[config.mk]
export PLATFORM = sky130hd
export DESIGN_NAME = axis_pixels_arbiter
export DESIGN_NICKNAME = d
export VERILOG_FILES = /design/src/rtl/axis_pixels_arbiter.sv
export SDC_FILE = /design/constraint.sdc
export NUM_CORES = 1
export LEC_CHECK = 0
export CAP_MARGIN = 20
export CORE_ASPECT_RATIO = 1.25
export CORE_MARGIN = 3
export CORE_UTILIZATION = 22
export DETAILED_ROUTE_END_ITERATION = 6
export GPL_TIMING_DRIVEN = 0
export PLACE_DENSITY_LB_ADDON = 0.25
export SLEW_MARGIN = 10
export SYNTH_ARGS = -nofsm -noshare
export SYNTH_HDL_FRONTEND = slang
export SYNTH_SLANG_ARGS = --single-unit
[constraint.sdc]
create_clock -name aclk -period 1.1 [get_ports aclk]
set_input_delay 0.165 -clock aclk [delete_from_list [all_inputs] [get_ports aclk]]
set_output_delay 0.165 -clock aclk [all_outputs]
set_load 0.05 [all_outputs]
[src/rtl/axis_pixels_arbiter.sv]
// axis_pixels_arbiter
//   Packet-level round-robin arbiter: N_SRC pixel streams share one output.
//   A grant covers a whole image (header beat + pixel beats up to s_last).
//   It is only released after the image's last beat is accepted, so header
//   and pixel beats from different sources never interleave. Every output
//   beat carries the granted source index (m_src). m_first marks the header
//   beat.
//
//   Optional macro AXIS_PIXELS_ARB_REG_OUT_EN:
//     defined   - output through a 2-entry skid buffer. All m_* are
//                 registered, with 1 cycle latency. Granted ready = !full.
//     undefined - combinational output mux with 0 cycle latency. Granted
//                 ready = m_ready.
//
// Ports
//   aclk, rst        clock, synchronous active-high reset
//   s_valid/s_ready  per-source handshake
//   s_last/s_data/s_keep  per-source payload
//   m_valid/m_ready  output handshake
//   m_last/m_data/m_keep  output payload
//   m_src            granted source index for this beat
//   m_first          header (config) beat of an image
//   busy             a grant is held (state is not S_IDLE)
module axis_pixels_arbiter #(
    parameter int N_SRC      = 2,
    parameter int WORD_WIDTH = 8,
    parameter int WORDS      = 8,
    parameter int BITS_SRC   = (N_SRC > 2) ? $clog2(N_SRC) : 1
) (
    input  logic                                        aclk,
    input  logic                                        rst,
    input  logic [N_SRC-1:0]                            s_valid,
    output logic [N_SRC-1:0]                            s_ready,
    input  logic [N_SRC-1:0]                            s_last,
    input  logic [N_SRC-1:0][WORDS-1:0][WORD_WIDTH-1:0] s_data,
    input  logic [N_SRC-1:0][WORDS-1:0]                 s_keep,
    output logic                                        m_valid,
    input  logic                                        m_ready,
    output logic                                        m_last,
    output logic [WORDS-1:0][WORD_WIDTH-1:0]            m_data,
    output logic [WORDS-1:0]                            m_keep,
    output logic [BITS_SRC-1:0]                         m_src,
    output logic                                        m_first,
    output logic                                        busy
);

    typedef enum logic [1:0] {
        S_IDLE = 2'd0,
        S_HDR  = 2'd1,
        S_BODY = 2'd2
    } state_t;

    state_t                           state;
    logic [BITS_SRC-1:0]              grant;
    logic [BITS_SRC-1:0]              last_grant;
    logic [BITS_SRC-1:0]              next_grant;
    logic [BITS_SRC-1:0]              cand;
    logic                             found;
    logic                             src_ready;  // ready offered to the granted source
    logic                             acc;        // granted source beat accepted this cycle

    logic                             g_valid;
    logic                             g_last;
    logic [WORDS-1:0][WORD_WIDTH-1:0] g_data;
    logic [WORDS-1:0]                 g_keep;

    assign g_valid = s_valid[grant];
    assign g_last  = s_last[grant];
    assign g_data  = s_data[grant];
    assign g_keep  = s_keep[grant];
    assign acc     = busy && g_valid && src_ready;

    // Round-robin search: walk upward from last_grant+1 with wrap at N_SRC-1.
    // The walk covers every source, ending at last_grant itself.
    always_comb begin
        next_grant = last_grant;
        found      = 1'b0;
        cand       = last_grant;
        for (int i = 0; i < N_SRC; i++) begin
            cand = (cand == BITS_SRC'(N_SRC - 1)) ? '0 : cand + BITS_SRC'(1);
            if (!found && s_valid[cand]) begin
                next_grant = cand;
                found      = 1'b1;
            end
        end
    end

    // Grant FSM. busy is kept as its own flop so it is a clean registered
    // output that mirrors state != S_IDLE.
    always_ff @(posedge aclk) begin
        if (rst) begin
            state      <= S_IDLE;
            grant      <= '0;
            last_grant <= BITS_SRC'(N_SRC - 1);
            busy       <= 1'b0;
        end else begin
            case (state)
                S_IDLE: begin
                    if (|s_valid) begin
                        grant      <= next_grant;
                        last_grant <= next_grant;
                        state      <= S_HDR;
                        busy       <= 1'b1;
                    end
                end
                S_HDR: begin
                    if (acc) begin
                        state <= g_last ? S_IDLE : S_BODY;
                        busy  <= !g_last;
                    end
                end
                S_BODY: begin
                    if (acc && g_last) begin
                        state <= S_IDLE;
                        busy  <= 1'b0;
                    end
                end
                default: begin
                    state <= S_IDLE;
                    busy  <= 1'b0;
                end
            endcase
        end
    end

    // Only the granted source ever sees ready.
    for (genvar i = 0; i < N_SRC; i++) begin : g_ready
        assign s_ready[i] = busy && (grant == BITS_SRC'(i)) && src_ready;
    end

`ifdef AXIS_PIXELS_ARB_REG_OUT_EN

    typedef struct packed {
        logic                             last;
        logic                             first;
        logic [BITS_SRC-1:0]              src;
        logic [WORDS-1:0]                 keep;
        logic [WORDS-1:0][WORD_WIDTH-1:0] data;
    } beat_t;

    beat_t in_beat;
    beat_t e0;     // head entry, drives m_*
    beat_t e1;     // skid entry
    logic  v0;
    logic  v1;
    logic  pop;

    assign in_beat = '{last: g_last, first: (state == S_HDR), src: grant,
                       keep: g_keep, data: g_data};
    assign pop       = v0 && m_ready;
    // Accept only while the skid slot is free. A pop frees a slot, but using
    // it here would put m_ready on the s_ready path.
    assign src_ready = !v1;

    always_ff @(posedge aclk) begin
        if (rst) begin
            v0 <= 1'b0;
            v1 <= 1'b0;
            e0 <= '0;
            e1 <= '0;
        end else begin
            if (pop) begin
                e0 <= e1;
                v0 <= v1;
                v1 <= 1'b0;
            end
            // acc implies !v1, so the head slot is free after a pop or when empty.
            if (acc) begin
                if (pop || !v0) begin
                    e0 <= in_beat;
                    v0 <= 1'b1;
                end else begin
                    e1 <= in_beat;
                    v1 <= 1'b1;
                end
            end
        end
    end

    assign m_valid = v0;
    assign m_last  = e0.last;
    assign m_first = e0.first;
    assign m_src   = e0.src;
    assign m_keep  = e0.keep;
    assign m_data  = e0.data;

`else

    assign src_ready = m_ready;
    assign m_valid   = busy && g_valid;
    assign m_last    = busy && g_last;
    assign m_first   = (state == S_HDR);
    assign m_src     = busy ? grant  : '0;
    assign m_keep    = busy ? g_keep : '0;
    assign m_data    = busy ? g_data : '0;

`endif

endmodule

==> qor.json <==
{
  "outcome": {"value": "complete, but fails checks"},
  "failed_checks": {"value": "setup timing"},
  "boundaryPins": {"value": 230},
  "antenna_violations_before_repair": {"value": 0},
  "dpl.cell_count": {"value": 513},
  "floorplan.initialDensity": {"value": 0.2339},
  "route.detailed.drc": {"value": 0},
  "highest_layer": {"value": "met4"},
  "clock_latency": {"value": 0.23, "unit": "ns"},
  "yosysWarningCount": {"value": 0},
  "regArea": {"value": 112.6, "unit": "um^2"},
  "seq_area_frac_synth": {"value": 0.06359},
  "grt_pass1_wl": {"value": 14680, "unit": "um"},
  "fillCellCount": {"value": 314},
  "startpoint_to_endpoint_class_of_the_critical_path": {"value": "flip-flop to primary output"},
  "combined_area_of_all_synthesized_cells": {"value": 1574, "unit": "um^2"},
  "postLayoutSetupSlackWorst": {"value": -0.6005, "unit": "ns"},
  "drive_gt1_frac": {"value": 0.6247},
  "gp_congestion": {"value": 0.7373},
  "fin_crit_sh": {"value": 1.546},
  "power.ir.vdd_worst": {"value": 0.0004850, "unit": "V"},
  "synth.distinct_cells": {"value": 21},
  "postPlaceCellArea": {"value": 4631, "unit": "um^2"},
  "met2WireLength": {"value": 6585, "unit": "um"},
  "dr.first_iter.drc_count": {"value": 53},
  "tightest_slew": {"value": 0.3666, "unit": "ns"},
  "grt-ovfl-total": {"value": 0},
  "drt.antenna.violating_nets": {"value": 0},
  "min-delay-path-class": {"value": "flip-flop to flip-flop"},
  "netlist_instances": {"value": 197},
  "worst_slew_margin_rel": {"value": 0.7530},
  "clock.fmax": {"value": 588.1, "unit": "MHz"},
  "routed_wl": {"value": 11770, "unit": "um"},
  "synth.ff_latch_count": {"value": 5},
  "final_max_slew_viol_count": {"value": 0},
  "antennaDiodeCount": {"value": 0},
  "io_buffers": {"value": 229},
  "slowest_library_cell_on_the_worst_path": {"value": "sky130_fd_sc_hd__dfxtp_4"},
  "route.detailed.vias_per_inst": {"value": 4.874},
  "syn-mean-instance-area": {"value": 7.990, "unit": "um^2"},
  "tritoncts_clock_tree": {"value": "built"},
  "finalCriticalPeriod": {"value": 1.701, "unit": "ns"},
  "startpoint_class_of_the_critical_path": {"value": "flip-flop"},
  "final-hold-violation-count": {"value": 0},
  "cp.arrival": {"value": 1.54, "unit": "ns"},
  "critical-path-max-stage-delay": {"value": 0.45, "unit": "ns"},
  "chipWidth": {"value": 81.66, "unit": "um"},
  "detail_route.wirelength.met1": {"value": 3308, "unit": "um"},
  "core_area": {"value": 6730, "unit": "um^2"},
  "post_layout_nonfiller_instances": {"value": 540},
  "leakage_power": {"value": 2.218, "unit": "nW"},
  "routed_met3_length": {"value": 1375, "unit": "um"},
  "rsz0062_at_grt": {"value": "true"},
  "wl_per_cell": {"value": 21.80, "unit": "um"},
  "fp-row-count": {"value": 33},
  "power_per_cell_area": {"value": 829.3, "unit": "nW/um^2"},
  "multiInputGateArea": {"value": 2780, "unit": "um^2"},
  "vias": {"value": 2632},
  "max-cap-violations": {"value": 0},
  "gr-usage-all-layers": {"value": 0.2369},
  "clock_sinks": {"value": 5},
  "clk_pin_slew": {"value": 0.03, "unit": "ns"},
  "worst_path_dominant_cell_family": {"value": "buffers and inverters"},
  "path_cells": {"value": "buf_12 > clkbuf_16 > mux2i_4 > nor2b_4 > buf_6"},
  "floorplan.die_area": {"value": 8212, "unit": "um^2"},
  "setup_viol": {"value": 82},
  "flow.area_growth_from_synthesis": {"value": 278.6, "unit": "%"},
  "post-route-cell-area": {"value": 5959, "unit": "um^2"},
  "cts_max_path_buffers": {"value": 2},
  "fp.dieH": {"value": 100.6, "unit": "um"},
  "drt-pass1-iter-count": {"value": 4},
  "cts.htree.levels": {"value": 1},
  "cts-root-buf": {"value": "sky130_fd_sc_hd__clkbuf_8"},
  "cp-end-kind": {"value": "primary output"},
  "dp_hpwl": {"value": 7233, "unit": "um"},
  "nNetsFinal": {"value": 605},
  "syn-num-nets": {"value": 348},
  "via_count_of_the_first_global_routing_pass": {"value": 2721},
  "grt_start_max_net_pins": {"value": 11},
  "cp.buffers_inverters": {"value": 3},
  "worstPathMaxFanout": {"value": 8},
  "postLayoutCoreUtil": {"value": 0.8855},
  "cts_inserted_buffers": {"value": 3},
  "cp_data_required_time": {"value": 0.94, "unit": "ns"},
  "timing.clock.skew": {"value": 0.001103, "unit": "ns"}
}
-- synthesized netlist by cell type (all sizes together) --
| master | number | share of area |
|---|---|---|
| a211o | 2 | 0.011 |
| a21oi | 2 | 0.0087 |
| a32oi | 1 | 0.0056 |
| and2 | 2 | 0.0079 |
| and3 | 1 | 0.0040 |
| buf | 9 | 0.041 |
| clkbuf | 8 | 0.019 |
| dfxtp | 5 | 0.064 |
| mux2 | 1 | 0.0095 |
| mux2i | 75 | 0.48 |
| nand2 | 6 | 0.014 |
| nand2b | 2 | 0.0079 |
| nor2 | 4 | 0.0095 |
| nor2b | 75 | 0.30 |
| nor3b | 1 | 0.0079 |
| o211ai | 1 | 0.0079 |
| o21ai | 1 | 0.0032 |
| or2 | 1 | 0.0040 |
-- registers in the layout, summed over array words and instances (netlist names) --
register and count:
busy 1, state 2, grant 1, last_grant 1
-- final timing paths --
check / start / cells after the start / endpoint / slack [ns]
max: grant$_SDFFE_PP0P_ / 5 / m_data[30] / -0.60
min: last_grant$_SDFFE_PP1P_ / 1 / last_grant$_SDFFE_PP1P_ / 0.53
max reg2reg: grant$_SDFFE_PP0P_ / 5 / busy$_SDFFE_PP0P_ / -0.40
min reg2reg: last_grant$_SDFFE_PP1P_ / 1 / last_grant$_SDFFE_PP1P_ / 0.53
-- cell families after synthesis --
logic type / Yosys count / synth area share
AOI/OAI and AO/OA: 7 / 0.03656
buffers and inverters: 17 / 0.05962
DFF: 5 / 0.06360
muxes: 76 / 0.4865
and+or+nand+nor: 92 / 0.3537
-- where the power goes --
group,switching [mW],total [mW],internal [mW]
clock network,0.0991,0.349,0.249
logic,2.12,4.35,2.23
registers,0.0382,0.239,0.201
total,2.26,4.94,2.68
-- worst reg2reg max path: cells and delay by family (launching register included) --
kind	cells	cell delay, ns
flops	1	0.40
compound gates	1	0.17
buf+inv	1	0.17
mux	2	0.41
simple gates	1	0.27
-- routing by layer --
layer,GRT usage,up-vias
met5,0,-
met4,0.07801,0
met3,0.09571,32
met2,0.4730,173
met1,0.2044,1235
li1,-,1192
-- final cells by class --
class                   count  area share
repair buffers            253      0.4464
plain buffers              16     0.04241
flip-flops and latches      5     0.01890
well taps                  87     0.01827
multi-input cells         175      0.4665
clock buffers               4    0.007558
-- stage by stage --
stage | TNS [ns] | hold WS [ns] | power [mW] | worst slack [ns]
CTS | -44.84 | 0.4927 | 4.667 | -0.6813
global placement | -68.65 | 0.4737 | 3.579 | -0.9489
detailed placement | -70.09 | 0.4849 | 3.613 | -0.9550
global route | -43.67 | 0.5350 | 5.106 | -0.6367
floorplan | -14.31 | 0.2341 | 2.429 | -0.2050
finish | -40.98 | 0.5262 | 4.942 | -0.6005
-- layout by cell type, fill, tap and decap left out, types with 3 or more instances in the layout --
cell type / count
sky130_fd_sc_hd__clkdlybuf4s50_1: 150
sky130_fd_sc_hd__nor2b_4: 74
sky130_fd_sc_hd__buf_6: 63
sky130_fd_sc_hd__mux2i_4: 62
sky130_fd_sc_hd__buf_2: 13
sky130_fd_sc_hd__buf_4: 12
sky130_fd_sc_hd__mux2i_2: 11
sky130_fd_sc_hd__buf_8: 8
sky130_fd_sc_hd__buf_12: 6
sky130_fd_sc_hd__clkbuf_8: 6
sky130_fd_sc_hd__nand2_1: 6
sky130_fd_sc_hd__clkbuf_16: 5
sky130_fd_sc_hd__buf_16: 4
sky130_fd_sc_hd__clkbuf_2: 3
sky130_fd_sc_hd__dfxtp_4: 3
-- repair_timing --
action | in CTS | in global routing
hold buffers | 0 | 0
cloned | 1 | 5
endpoints found under the setup margin | 83 | 83
pin swaps | 0 | 3
resized for setup | 629 | 84
buffers inserted | 8 | 11
Note: power is estimated with default switching activity, not from simulation.
